**src/rtl/io_controller.sv**
```systemverilog
// io_controller: user I/O sequencer for the processor core.
//   Debounces the insert pushbutton, captures SW on an accepted press when an
//   instruction requests input, and runs a 32-cycle shift-add-3 binary-to-BCD
//   conversion to drive eight 7-segment digits when an instruction requests
//   output. stall freezes the PC while either request is outstanding.
// Ports:
//   CLK, reset        processor clock, asynchronous active-low reset
//   insert, SW        raw pushbutton level (high = pressed), 18-bit switch value
//   input_flag        current instruction requests user input
//   output_flag       current instruction requests display of out_data
//   out_data          value to display
//   halt              processor halted: ignore new requests, never stall
//   stall             PC freeze
//   user_input        captured {14'b0, SW}
//   busy              display conversion in progress
//   HEX0..HEX7        active-low segments {g,f,e,d,c,b,a}, HEX0 least significant
module io_controller #(
  parameter int DEBOUNCE_CYCLES = 4
) (
  input  logic        CLK,
  input  logic        reset,
  input  logic        insert,
  input  logic [17:0] SW,
  input  logic        input_flag,
  input  logic        output_flag,
  input  logic [31:0] out_data,
  input  logic        halt,
  output logic        stall,
  output logic [31:0] user_input,
  output logic        busy,
  output logic [6:0]  HEX0,
  output logic [6:0]  HEX1,
  output logic [6:0]  HEX2,
  output logic [6:0]  HEX3,
  output logic [6:0]  HEX4,
  output logic [6:0]  HEX5,
  output logic [6:0]  HEX6,
  output logic [6:0]  HEX7
);
  localparam int CW = $clog2(DEBOUNCE_CYCLES + 1);
  localparam logic [CW-1:0] DMAX = CW'(DEBOUNCE_CYCLES);
  localparam logic [6:0] BLANK = 7'b1111111;
  localparam logic [6:0] DASH = 7'b0111111;
  typedef enum logic [1:0] {IDLE, WAIT_PRESS, WAIT_RELEASE, CONVERT} state_t;
  state_t state_q, state_d;
  logic lvl_q;
  logic [CW-1:0] dcnt_q, dcnt_d;
  logic [31:0] sh_q, sh_d, ui_q, ui_d;
  logic [39:0] bcd_q, bcd_d, adj;
  logic [5:0] bit_q, bit_d;
  logic [6:0] hex_q [8];
  logic [6:0] hex_d [8];
  logic [6:0] enc [8];
  logic stable, done, stall_c, lead;

  function automatic logic [6:0] seg(input logic [3:0] d);
    case (d)
      4'd0: seg = 7'b1000000;
      4'd1: seg = 7'b1111001;
      4'd2: seg = 7'b0100100;
      4'd3: seg = 7'b0110000;
      4'd4: seg = 7'b0011001;
      4'd5: seg = 7'b0010010;
      4'd6: seg = 7'b0000010;
      4'd7: seg = 7'b1111000;
      4'd8: seg = 7'b0000000;
      4'd9: seg = 7'b0010000;
      default: seg = BLANK;
    endcase
  endfunction

  // lvl_q/dcnt_q: last sampled insert level and how many consecutive samples it has held
  assign stable = dcnt_q == DMAX;
  assign done = bit_q == 6'd32;
  assign dcnt_d = (insert != lvl_q) ? CW'(1) : stable ? dcnt_q : dcnt_q + CW'(1);
  assign busy = (state_q == CONVERT) && !done;
  assign stall = stall_c && !halt && reset;
  assign user_input = ui_q;
  assign {HEX7, HEX6, HEX5, HEX4, HEX3, HEX2, HEX1, HEX0} =
    {hex_q[7], hex_q[6], hex_q[5], hex_q[4], hex_q[3], hex_q[2], hex_q[1], hex_q[0]};

  always_comb begin
    for (int i = 0; i < 10; i++)
      adj[4*i +: 4] = (bcd_q[4*i +: 4] >= 4'd5) ? bcd_q[4*i +: 4] + 4'd3 : bcd_q[4*i +: 4];
  end

  // Nine or more decimal digits means the value is >= 100000000 and overflows the display
  always_comb begin
    lead = 1'b1;
    for (int i = 7; i >= 1; i--) begin
      lead = lead && (bcd_q[4*i +: 4] == 4'd0);
      enc[i] = (|bcd_q[39:32]) ? DASH : lead ? BLANK : seg(bcd_q[4*i +: 4]);
    end
    enc[0] = (|bcd_q[39:32]) ? DASH : seg(bcd_q[3:0]);
  end

  always_comb begin
    state_d = state_q;
    stall_c = 1'b0;
    sh_d = sh_q;
    bcd_d = bcd_q;
    bit_d = bit_q;
    ui_d = ui_q;
    hex_d = hex_q;
    case (state_q)
      IDLE: begin
        if (!halt && input_flag) begin
          state_d = WAIT_PRESS;
          stall_c = 1'b1;
        end else if (!halt && output_flag) begin
          state_d = CONVERT;
          stall_c = 1'b1;
          sh_d = out_data;
          bcd_d = '0;
          bit_d = '0;
        end
      end
      WAIT_PRESS: begin
        stall_c = !(stable && lvl_q);
        if (stable && lvl_q) begin
          ui_d = {14'b0, SW};
          state_d = WAIT_RELEASE;
        end
      end
      WAIT_RELEASE: begin
        stall_c = input_flag || output_flag;
        if (stable && !lvl_q) state_d = IDLE;
      end
      CONVERT: begin
        // Final cycle publishes the digits; pending requests keep stalling until IDLE services them
        if (done) begin
          stall_c = input_flag || output_flag;
          state_d = IDLE;
          hex_d = enc;
        end else begin
          stall_c = 1'b1;
          bcd_d = {adj[38:0], sh_q[31]};
          sh_d = {sh_q[30:0], 1'b0};
          bit_d = bit_q + 6'd1;
        end
      end
    endcase
  end

  always_ff @(posedge CLK or negedge reset) begin
    if (!reset) begin
      state_q <= IDLE;
      lvl_q <= 1'b0;
      dcnt_q <= '0;
      sh_q <= '0;
      bcd_q <= '0;
      bit_q <= '0;
      ui_q <= '0;
      hex_q <= '{default: BLANK};
    end else begin
      state_q <= state_d;
      lvl_q <= insert;
      dcnt_q <= dcnt_d;
      sh_q <= sh_d;
      bcd_q <= bcd_d;
      bit_q <= bit_d;
      ui_q <= ui_d;
      hex_q <= hex_d;
    end
  end
endmodule
```
**config.mk**
```make
export PLATFORM = sky130hd
export DESIGN_NAME = io_controller
export DESIGN_NICKNAME = d
export VERILOG_FILES = /design/src/rtl/io_controller.sv
export SDC_FILE = /design/constraint.sdc
export NUM_CORES = 1
export LEC_CHECK = 0
export BUFFER_PORTS_ARGS = -buffer_cell sky130_fd_sc_hd__buf_4
export CAP_MARGIN = 10
export CORE_MARGIN = 1.5
export CORE_UTILIZATION = 25
export CTS_CLUSTER_SIZE = 40
export DETAILED_ROUTE_END_ITERATION = 12
export GPL_TIMING_DRIVEN = 0
export MAX_ROUTING_LAYER = met4
export PLACE_DENSITY = 0.48
export SYNTH_ARGS = -nofsm -noshare
export SYNTH_HDL_FRONTEND = slang
export SYNTH_SLANG_ARGS = --single-unit
```
**constraint.sdc**
```tcl
create_clock -name CLK -period 2.16 [get_ports CLK]
set_input_delay 0.108 -clock CLK [delete_from_list [all_inputs] [get_ports CLK]]
set_output_delay 0.108 -clock CLK [all_outputs]
set_load 0.05 [all_outputs]
```
Word-level counts from Yosys, hierarchy flattened
Memory sizes are Yosys's and may differ from the RTL's. Cells that the tools add are included.

Flip-flop bits (word level): 158. Bits in read-only memories: 896. Word-level logic and storage cells: 140. Memories: 8.

Memories: (no name shown) (words 16, width 7, read ports 1, clocked after Yosys merged registers in 0, wr ports 0, RTL line 57) `case (d)`; (no name shown) (words 16, width 7, read ports 1, clocked after Yosys merged registers in 0, wr ports 0, RTL line 57); (no name shown) (words 16, width 7, read ports 1, clocked after Yosys merged registers in 0, wr ports 0, RTL line 57); (no name shown) (words 16, width 7, read ports 1, clocked after Yosys merged registers in 0, wr ports 0, RTL line 57); (no name shown) (words 16, width 7, read ports 1, clocked after Yosys merged registers in 0, wr ports 0, RTL line 57); (no name shown) (words 16, width 7, read ports 1, clocked after Yosys merged registers in 0, wr ports 0, RTL line 57); +2 memories.

Add/subtract/negate cells: 12. Order comparisons: 10. Eq/ne operators: 14. Muxes and demuxes: 49. Reductions and logical operators: 32.

Operators by type and width (number): 40-bit two-way mux (3); 7-bit two-way mux (15); 32-bit two-way mux (3); 40-bit one-hot mux with 2 select lines (1); 32-bit one-hot mux with 2 select lines (1); 4-bit by 3-bit >= comparator with 1-bit output (second input constant) (10); 4-bit by 2-bit adder with 4-bit output (second input constant) (9); 4-bit two-way mux (9); 4-bit zero test (7); 6-bit two-way mux (3); 1-bit logical AND (13); 2-bit != test (second input constant) (6); 6-bit one-hot mux with 2 select lines (1); 2-bit two-way mux (5); 3-bit two-way mux (3); 2-bit one-hot mux with 4 select lines (1); 4-bit AND reduction (2); 8-bit OR reduction (1); 6-bit by 1-bit adder with 6-bit output (second input constant) (1); 6-bit == test (second input constant) (1); 2-bit == test (second input constant) (2); 1-bit zero test (4); 1-bit one-hot mux with 4 select lines (1); 2-bit AND reduction (2); 11 further kinds (13).

Logic depth before layout (Yosys ltp)
Gate-level depths: netlist (run 1).

Depth after elaboration: 9. Depth in mapped cells: 9. Gate-level depth less buffers: 7.

Worst setup path after synthesis (run 1)
OpenSTA, ideal clock, no wires.

Kind: register to output. Start: reg dcnt_q[0]. End: out stall. Arrival: 3.606 ns. Data required time: 2.052 ns. Setup slack: -1.554 ns. Cell stages (with the launch flop): 8. Path buffers: 2. Cells stage by stage: dfrtp_1 > inv_1 > ha_1 > nand3_1 > nor3b_1 > buf_2 > buf_2 > a2111oi_0.

Word-level cells in the longest chain between the ends: 6.

Ends and longest elaborated chain: start, declared (RTL line 47) `logic [CW-1:0] dcnt_q, dcnt_d;`; start signal, assigned (RTL line 158) `dcnt_q <= dcnt_d;`; 3-bit == test (RTL line 73) `assign stable = dcnt_q == DMAX;`; 1-bit logical AND (RTL line 119) `stall_c = !(stable && lvl_q);`; 1-bit zero test (RTL line 119); 1-bit one-hot mux with 4 select lines (RTL line 105) `case (state_q)`; 1-bit logical AND (2 in series) (RTL line 77) `assign stall = stall_c && !halt && reset;`; end, declared (RTL line 28) `output logic stall,`.

Every way passes these cells.

Worst setup path after layout (run 1)
Start: reg state_q[0]. End: out stall.

Word-level cells in the longest chain between the ends: 4.

Ends and longest elaborated chain: start, declared (RTL line 45) `state_t state_q, state_d;`; start signal, assigned (RTL line 156) `state_q <= state_d;`; 2-bit == test, or another cell as far along (RTL line 105); 1-bit one-hot mux with 4 select lines * (RTL line 105); 1-bit logical AND * (2 in series) (RTL line 77).

Every way passes the cells marked *; elsewhere a longest branch is shown, timed or not.

==> results of run 1 <==
-- cell type report --
class / count / area [um2] / area share
Multi-Input combinational cell: 577 / 4240 / 0.363
Sequential cell: 158 / 4030 / 0.345
Timing Repair Buffer: 202 / 1700 / 0.146
Tap cell: 448 / 561 / 0.0480
Clock buffer: 20 / 447 / 0.0383
Buffer: 63 / 394 / 0.0338
Inverter: 52 / 195 / 0.0167
Clock inverter: 12 / 114 / 0.00975
-- worst max-delay path, cell delays in order (launching register included) --
cell,delay [ns]
dfrtp_1,0.40
buf_4,0.18
nor3b_1,0.15
buf_4,0.14
buf_6,0.14
a2111oi_4,0.34
buf_6,0.21
-- flip-flops by register name (all words and copies together), names as in the netlist, 3 cells and up --
register	flops
bcd_q	40
sh_q	32
user_input	18
HEX0	7
HEX1	7
HEX2	7
HEX3	7
HEX4	7
HEX5	7
HEX6	7
HEX7	7
bit_q	6
dcnt_q	3
-- repair_timing --
item | 4_1_cts | 5_1_grt
endpoints found under the setup margin | 89 | 60
pin swaps | 4 | 4
hold endpoints to repair | 106 | 0
buffers inserted | 13 | 5
gates resized for setup | 33 | 23
hold buffers | 52 | 0
-- synthesized netlist by cell type, drive strengths merged (21+ instances only) --
cell,n,area [um2]
nand2,37,141
buf,40,268
mux2,21,236
dfrtp,102,2550
dfstp,56,1470
a21oi,59,295
nand2b,21,131
mux2i,21,210
inv,52,195
o22ai,24,256
o21ai,62,310
clkbuf,25,93.8
nor2,76,288
ha,54,676
-- report_power, final --
group,total (mW),switching (mW),internal [mW]
clock,2.97,1.34,1.62
combinational,9.93,6.13,3.80
sequential,5.35,0.934,4.41
total,18.2,8.41,9.83
-- metal layers --
layer | up-vias | GRT usage
met4 | 0 | 0.0443
met5 | - | -
li1 | 3464 | -
met2 | 164 | 0.226
met1 | 3467 | 0.205
met3 | 22 | 0.0267
-- kinds of logic (layout without fill, tap and decap cells) --
group           Yosys count  count (layout)
compound gates          255             255
simple gates            192             192
flops                   158             158
buf+inv                 117             349
fa+ha+maj                54              54
mux                      42              42
xor+xnor                 20              20
other cells               1              14
-- metrics by stage --
stage	hold WS [ns]	cell area [um2]	cells	setup slack, ns
global route	0.0411	11700	1532	-0.0338
CTS	0.0222	11600	1528	0.00392
floorplan	-0.188	8730	852	0.0280
detailed placement	0.176	10300	1432	-0.594
global placement	0.236	10300	1431	-0.603
finish	0.0317	11700	1532	0.0562
-- how the worst max path moves through the flow --
stage | from | end | slack [ns] | cells after the start
floorplan | bit_q[0] | bcd_q[7] | 0.03 | 8
global placement | bit_q[0] | HEX1[2] | -0.60 | 7
detailed placement | bit_q[0] | HEX1[4] | -0.59 | 7
CTS | dcnt_q[0] | stall | 0.004 | 8
global route | dcnt_q[0] | stall | -0.03 | 8
finish | state_q[0] | stall | 0.06 | 6
==> results.tsv, run 1 <==
metric	value	unit
Final Cycle Share	0.974	
Avg WL per Cell	16.8	um
hold path endpoint	state_q[0]	
adder-cell area share of the yosys netlist	0.0780	
vias in the first global route	7168	
Via Count	7117	
highest routed metal layer	met4	
initial core utilization	0.256	
Peak Freq	475	MHz
setup violators final	0	
Worst setup SP type	register	
Die H	189	um
status	finished clean	
htree depth	4	
Yosys cell types	60	
mux share of post-synthesis cell area	0.0516	
Final Power	18.2	mW
remaining global-route overflow	0	
Peak VDD IR	996	uV
Post-synth EDFFs	0	
Cells after Synth	839	
Crit Path Category	register to output pin	
Main synth FF type	dfrtp_1	
layout cells sized above 1	0.325	
# clock sinks	158	
max_slew headroom	0.529	
Data arrival, critical path	2.00	ns
global-route usage over all layers	0.150	
RSZ-0062 raised after global routing	true	
CTS tree	yes	
Post-Synth XOR/XNOR Area	0.0202	
Clk pin slew, worst setup/hold paths	0.06	ns
compound-gate portion of the synthesized area	0.209	
Ys Warns	0	
first-pass GRT wire length	40600	um
Post-Route WL	25700	um
Antenna Cells	0	
worst setup skew after layout	0.0122	ns
Final Util	0.346	
Post-Syn Area	0.00866	mm2
initial antenna violation count	0	
worst flop-to-flop path startpoint	bit_q[1]	
flop2flop setup slack	0.09	ns
WL met3	935	um
Pre-antenna DRT Iters	5	
Inserted Clock Buffers	17	
Worst-Skew Late Latency	0.44	ns
cell count of the worst hold path	3	
max-slew violation count	0	
DRC	0	
Setup TNS	0	ns
worst reg-to-reg path cell count	7	
Iteration-0 DRC Markers	341	
worst reg2reg endpoint	sh_q[2]	
wl on met1	12800	um
nets	1181	
Min-Delay Path Class	primary input to register	
DRT antenna net count	0	
Rows	67	
clock buffer depth	2	
IO Pins	146	
most common cell after layout, fill and taps aside	buf_4	
Max-Cap Viols	0	
Worst Hold Launch	halt	
most frequent cells in the layout	166 x buf_4, 99 x dfrtp_1, 73 x nor2_1	
LEAKAGE	5.10	nW
CP max FO	10	
Synth Register Bits	158	
power density over cell area	1560	mW/mm2
Seq/Total Area, Yosys	0.465	
CORE AREA	0.0338	mm2
post-route minimum period	2.10	ns
largest family of logic cells by synthesized area	compound AO/OA/AOI/OAI gates	
routability cong.	0.858	
Synth async-reset ratio	1.00	
DIE WIDTH	189	um
critical path required time	2.05	ns
Fin. Hold Viols	0	
PortBufs	131	
die area	0.0358	mm2
Simple-Gate Fraction of Synth Area	0.112	
Worst-Margin Slew	0.707	ns
largest net degree at the start of global routing	88	
Avg Vias per Cell	4.65	
routed wl met2	11500	um
Filler cells	3437	
Area growth syn-to-layout	34.8	%
nature of the critical path endpoint	output pin	
Root Buffer	clkbuf_16	
synthesized area per cell	10.3	um2
DP HPWL	17500	um
Power figures use the tool's default switching activity.
==> run 2: changes to the inputs <==
--- a/config.mk
+++ b/config.mk
@@ -5,6 +5,7 @@
 export SDC_FILE = /design/constraint.sdc
 export NUM_CORES = 1
 export LEC_CHECK = 0
+export ABC_AREA = 1
 export BUFFER_PORTS_ARGS = -buffer_cell sky130_fd_sc_hd__buf_4
 export CAP_MARGIN = 10
 export CORE_MARGIN = 1.5
==> run 2 against run 1 <==
  * Synthesized cell count rose by 24%
  * First-iteration DRC count fell by 2.1%
  * Clock skew fell by 0.0011 ns
  * Clock power rose by 7.7%
  * Area after synthesis rose by 1.5%
  * Critical path depth rose by 1
  * Via count rose by 6.2%
  * Largest cell class unchanged
  * Register-to-register slack improved by 0.08 ns
  * Core utilization fell by 0.95 points
  * Count of clock-buffer cells in the layout rose by 1
  * Largest power group unchanged
  * Maximum frequency rose by 2.9%
==> results.tsv, run 2 <==
metric	value	unit	change
global-route usage over all layers	0.142		-0.00857
DRT antenna net count	0		unchanged
worst setup skew after layout	0.0111	ns	-0.00115 ns
status	finished clean		
RSZ-0062 raised after global routing	false		
DP HPWL	17300	um	-1.2%
Hold Slack	0.0733	ns	+0.0417 ns
Sequential Power Share	0.308		+0.015
Setup TNS	0	ns	unchanged
PortBufs	131		unchanged
Post-Syn Area	0.00879	mm2	+1.5%
Worst-Skew Late Latency	0.44	ns	about the same
die area	0.0363	mm2	+1.5%
routability cong.	0.887		+3.4%
Via Count	7557		+6.2%
# clock sinks	158		unchanged
CTS tree	yes		
Max-Cap Viols	0		unchanged
CP max FO	10		unchanged
Crit Path Category	register to output pin		
synth top area cells	dfrtp_1 29%, dfstp_2 17%, nand2_1 12%, ha_1 7.7%, nor2_1 4.4%		
Synth async-reset ratio	1.00		unchanged
DIE WIDTH	191	um	+0.76%
Cells after Synth	1043		+24%
CP Launch Point	bit_q[0]		
layout cells sized above 1	0.256		-0.0683
initial antenna violation count	0		unchanged
critical path required time	2.05	ns	about the same
power share of the clock group	0.213		+0.050
nets	1372		+16%
Area growth syn-to-layout	32.3	%	
Ys Warns	0		unchanged
Seq/Total Area, Yosys	0.458		-0.00707
Worst setup SP type	register		
sw power	6.73	mW	-20%
first-pass GRT wire length	39200	um	-3.5%
Worst-Margin Slew	0.712	ns	+0.00475 ns
Final Cycle Share	0.946		-0.0278
post-synth top area cell	dfrtp_1		
post-route minimum period	2.04	ns	-0.0601 ns
most common cell in the synthesized netlist	nand2_1		
Antenna Cells	0		unchanged
DRC	0		unchanged
max-slew violation count	0		unchanged
Peak VDD IR	689	uV	-31%
worst flop-to-flop path startpoint	bit_q[0]		
worst reg2reg endpoint	HEX0[1]		
Worst Hold Launch	output_flag		
worst reg-to-reg path cell count	9		+2
max_slew headroom	0.525		-0.00317
CORE AREA	0.0346	mm2	+2.5%
Die H	191	um	+0.76%
Avg Vias per Cell	4.37		-6.0%
setup violators final	0		unchanged
part of the power in combinational logic	0.479		-0.065
largest reg by FF count	bcd_q		
clock buffer depth	2		unchanged
Iteration-0 DRC Markers	334		-2.1%
Rows	68		+1.5%
flop2flop setup slack	0.17	ns	+0.08 ns
Pre-antenna DRT Iters	4		-1
P_int	8.30	mW	-16%
Inserted Clock Buffers	17		unchanged
Root Buffer	clkbuf_16		
power density over cell area	1290	mW/mm2	-17%
IO Pins	146		unchanged
largest net degree at the start of global routing	111		+26%
Sw Share	0.448		-0.0134
Min-Delay Path Class	primary input to register		
initial core utilization	0.254		-0.00239
vias in the first global route	7424		+3.6%
Synth Register Bits	158		unchanged
Post-Route WL	24200	um	-5.8%
Fin. Hold Viols	0		unchanged
remaining global-route overflow	0		unchanged
Post-synth top cells	273 x nand2_1, 102 x dfrtp_1, 102 x nor2_1		
synthesized area per cell	8.43	um2	-18%
dpl cells	1643		+15%
Avg WL per Cell	14.0	um	-17%
htree depth	4		unchanged
nature of the critical path endpoint	output pin		
Yosys cell types	45		-25%
max reg flops	40		unchanged
most common cell after layout, fill and taps aside	nand2_1		
top cell type's share of synthesized area	0.290		-0.00449
Clk pin slew, worst setup/hold paths	0.07	ns	about the same
Post-synth EDFFs	0		unchanged
most frequent cells in the layout	271 x nand2_1, 154 x buf_4, 102 x dfrtp_1		
Critical Path End	stall		
Main synth FF type	dfrtp_1		
Data arrival, critical path	1.94	ns	-0.06 ns
Cell Count, Final, Fillers Out	1730		+13%
Peak Freq	489	MHz	+2.9%
LEAKAGE	5.60	nW	+9.8%
run 2: changes by cell type after synthesis, moves of 15 or more:
cell / change
nand2_1: +237
inv_1: +43
nand3_1: +36
nor2_1: +27
mux2_2: -21
mux2i_1: -21
nand2b_1: -21
clkbuf_1: -19
a221o_1: -17
a22o_1: -16
xnor2_1: -16
o21ai_0: +15
run 2: worst max-delay path, cell delays in order, from the launching register on:
cell and delay [ns]:
dfrtp_1 0.37, inv_1 0.09, ha_1 0.23, nand4_1 0.13
nand2_4 0.10, buf_8 0.17, a21oi_1 0.16, buf_4 0.23
run 2: cells by family after synthesis:
kind of cell / share of synthesized area
AO/OA/AOI/OAI: 0.151
XOR/XNOR: 0.0129
adder cells (fa/ha/maj): 0.0768
buffers and inverters: 0.0788
flip-flops: 0.458
other: 0.000426
AND/OR/NAND/NOR: 0.223
run 2: cell type report:
type / instances / area, um2
buffer: 45 / 309
clock buffer: 21 / 493
clock inverter: 11 / 128
fill: 3605 / 23000
inverter: 105 / 395
multi-input combinational: 747 / 4150
sequential: 158 / 4020
tap: 455 / 569
timing repair buffer: 188 / 1570
run 2: what timing repair did:
action	CTS	global route
pin swaps	1	2
resized for setup	7	5
endpoints found under the hold margin	100	0
endpoints found under the setup margin	4	14
gates cloned	0	0
buffers inserted	1	3
hold buffers	52	0
run 2: power by group through the flow:
stage               Clock [mW]  Combinational [mW]  Sequential, mW
detailed placement           0                7.11            4.65
CTS                       3.28                7.25            4.62
global placement             0                7.06            4.64
floorplan                    0                4.71            5.14
finish                    3.20                7.20            4.63
global route              3.39                8.09            4.77
run 2: per-layer routing:
layer	wire, um	part of all wire	up-vias	global-route usage
li1	-	-	3835	-
met1	12000	0.50	3545	0.191
met2	11000	0.45	162	0.220
met3	994	0.041	15	0.0280
met4	201	0.0083	0	0.0300
met5	0	0	-	-
run 2: how the worst min path moves through the flow:
stage	cells past startpoint	slack, ns	end
4_1_cts	5	0.06	state_q[0]
6_report	5	0.07	state_q[0]
2_1_floorplan	0	-0.19	bcd_q[0]
5_1_grt	5	0.11	state_q[0]
3_3_place_gp	1	0.23	lvl_q
3_5_place_dp	1	0.05	sh_q[20]
run 2: through the flow:
stage	power (mW)	worst slack, ns	utilization	cell area (um2)
after floorplan	9.85	0.171	-	8840
after global placement	11.7	-0.314	0.300	10400
after detailed placement	11.8	-0.103	0.301	10400
after CTS	15.2	0.000294	0.335	11600
after global routing	16.2	0.00440	0.336	11600
final	15.0	0.116	0.336	11600
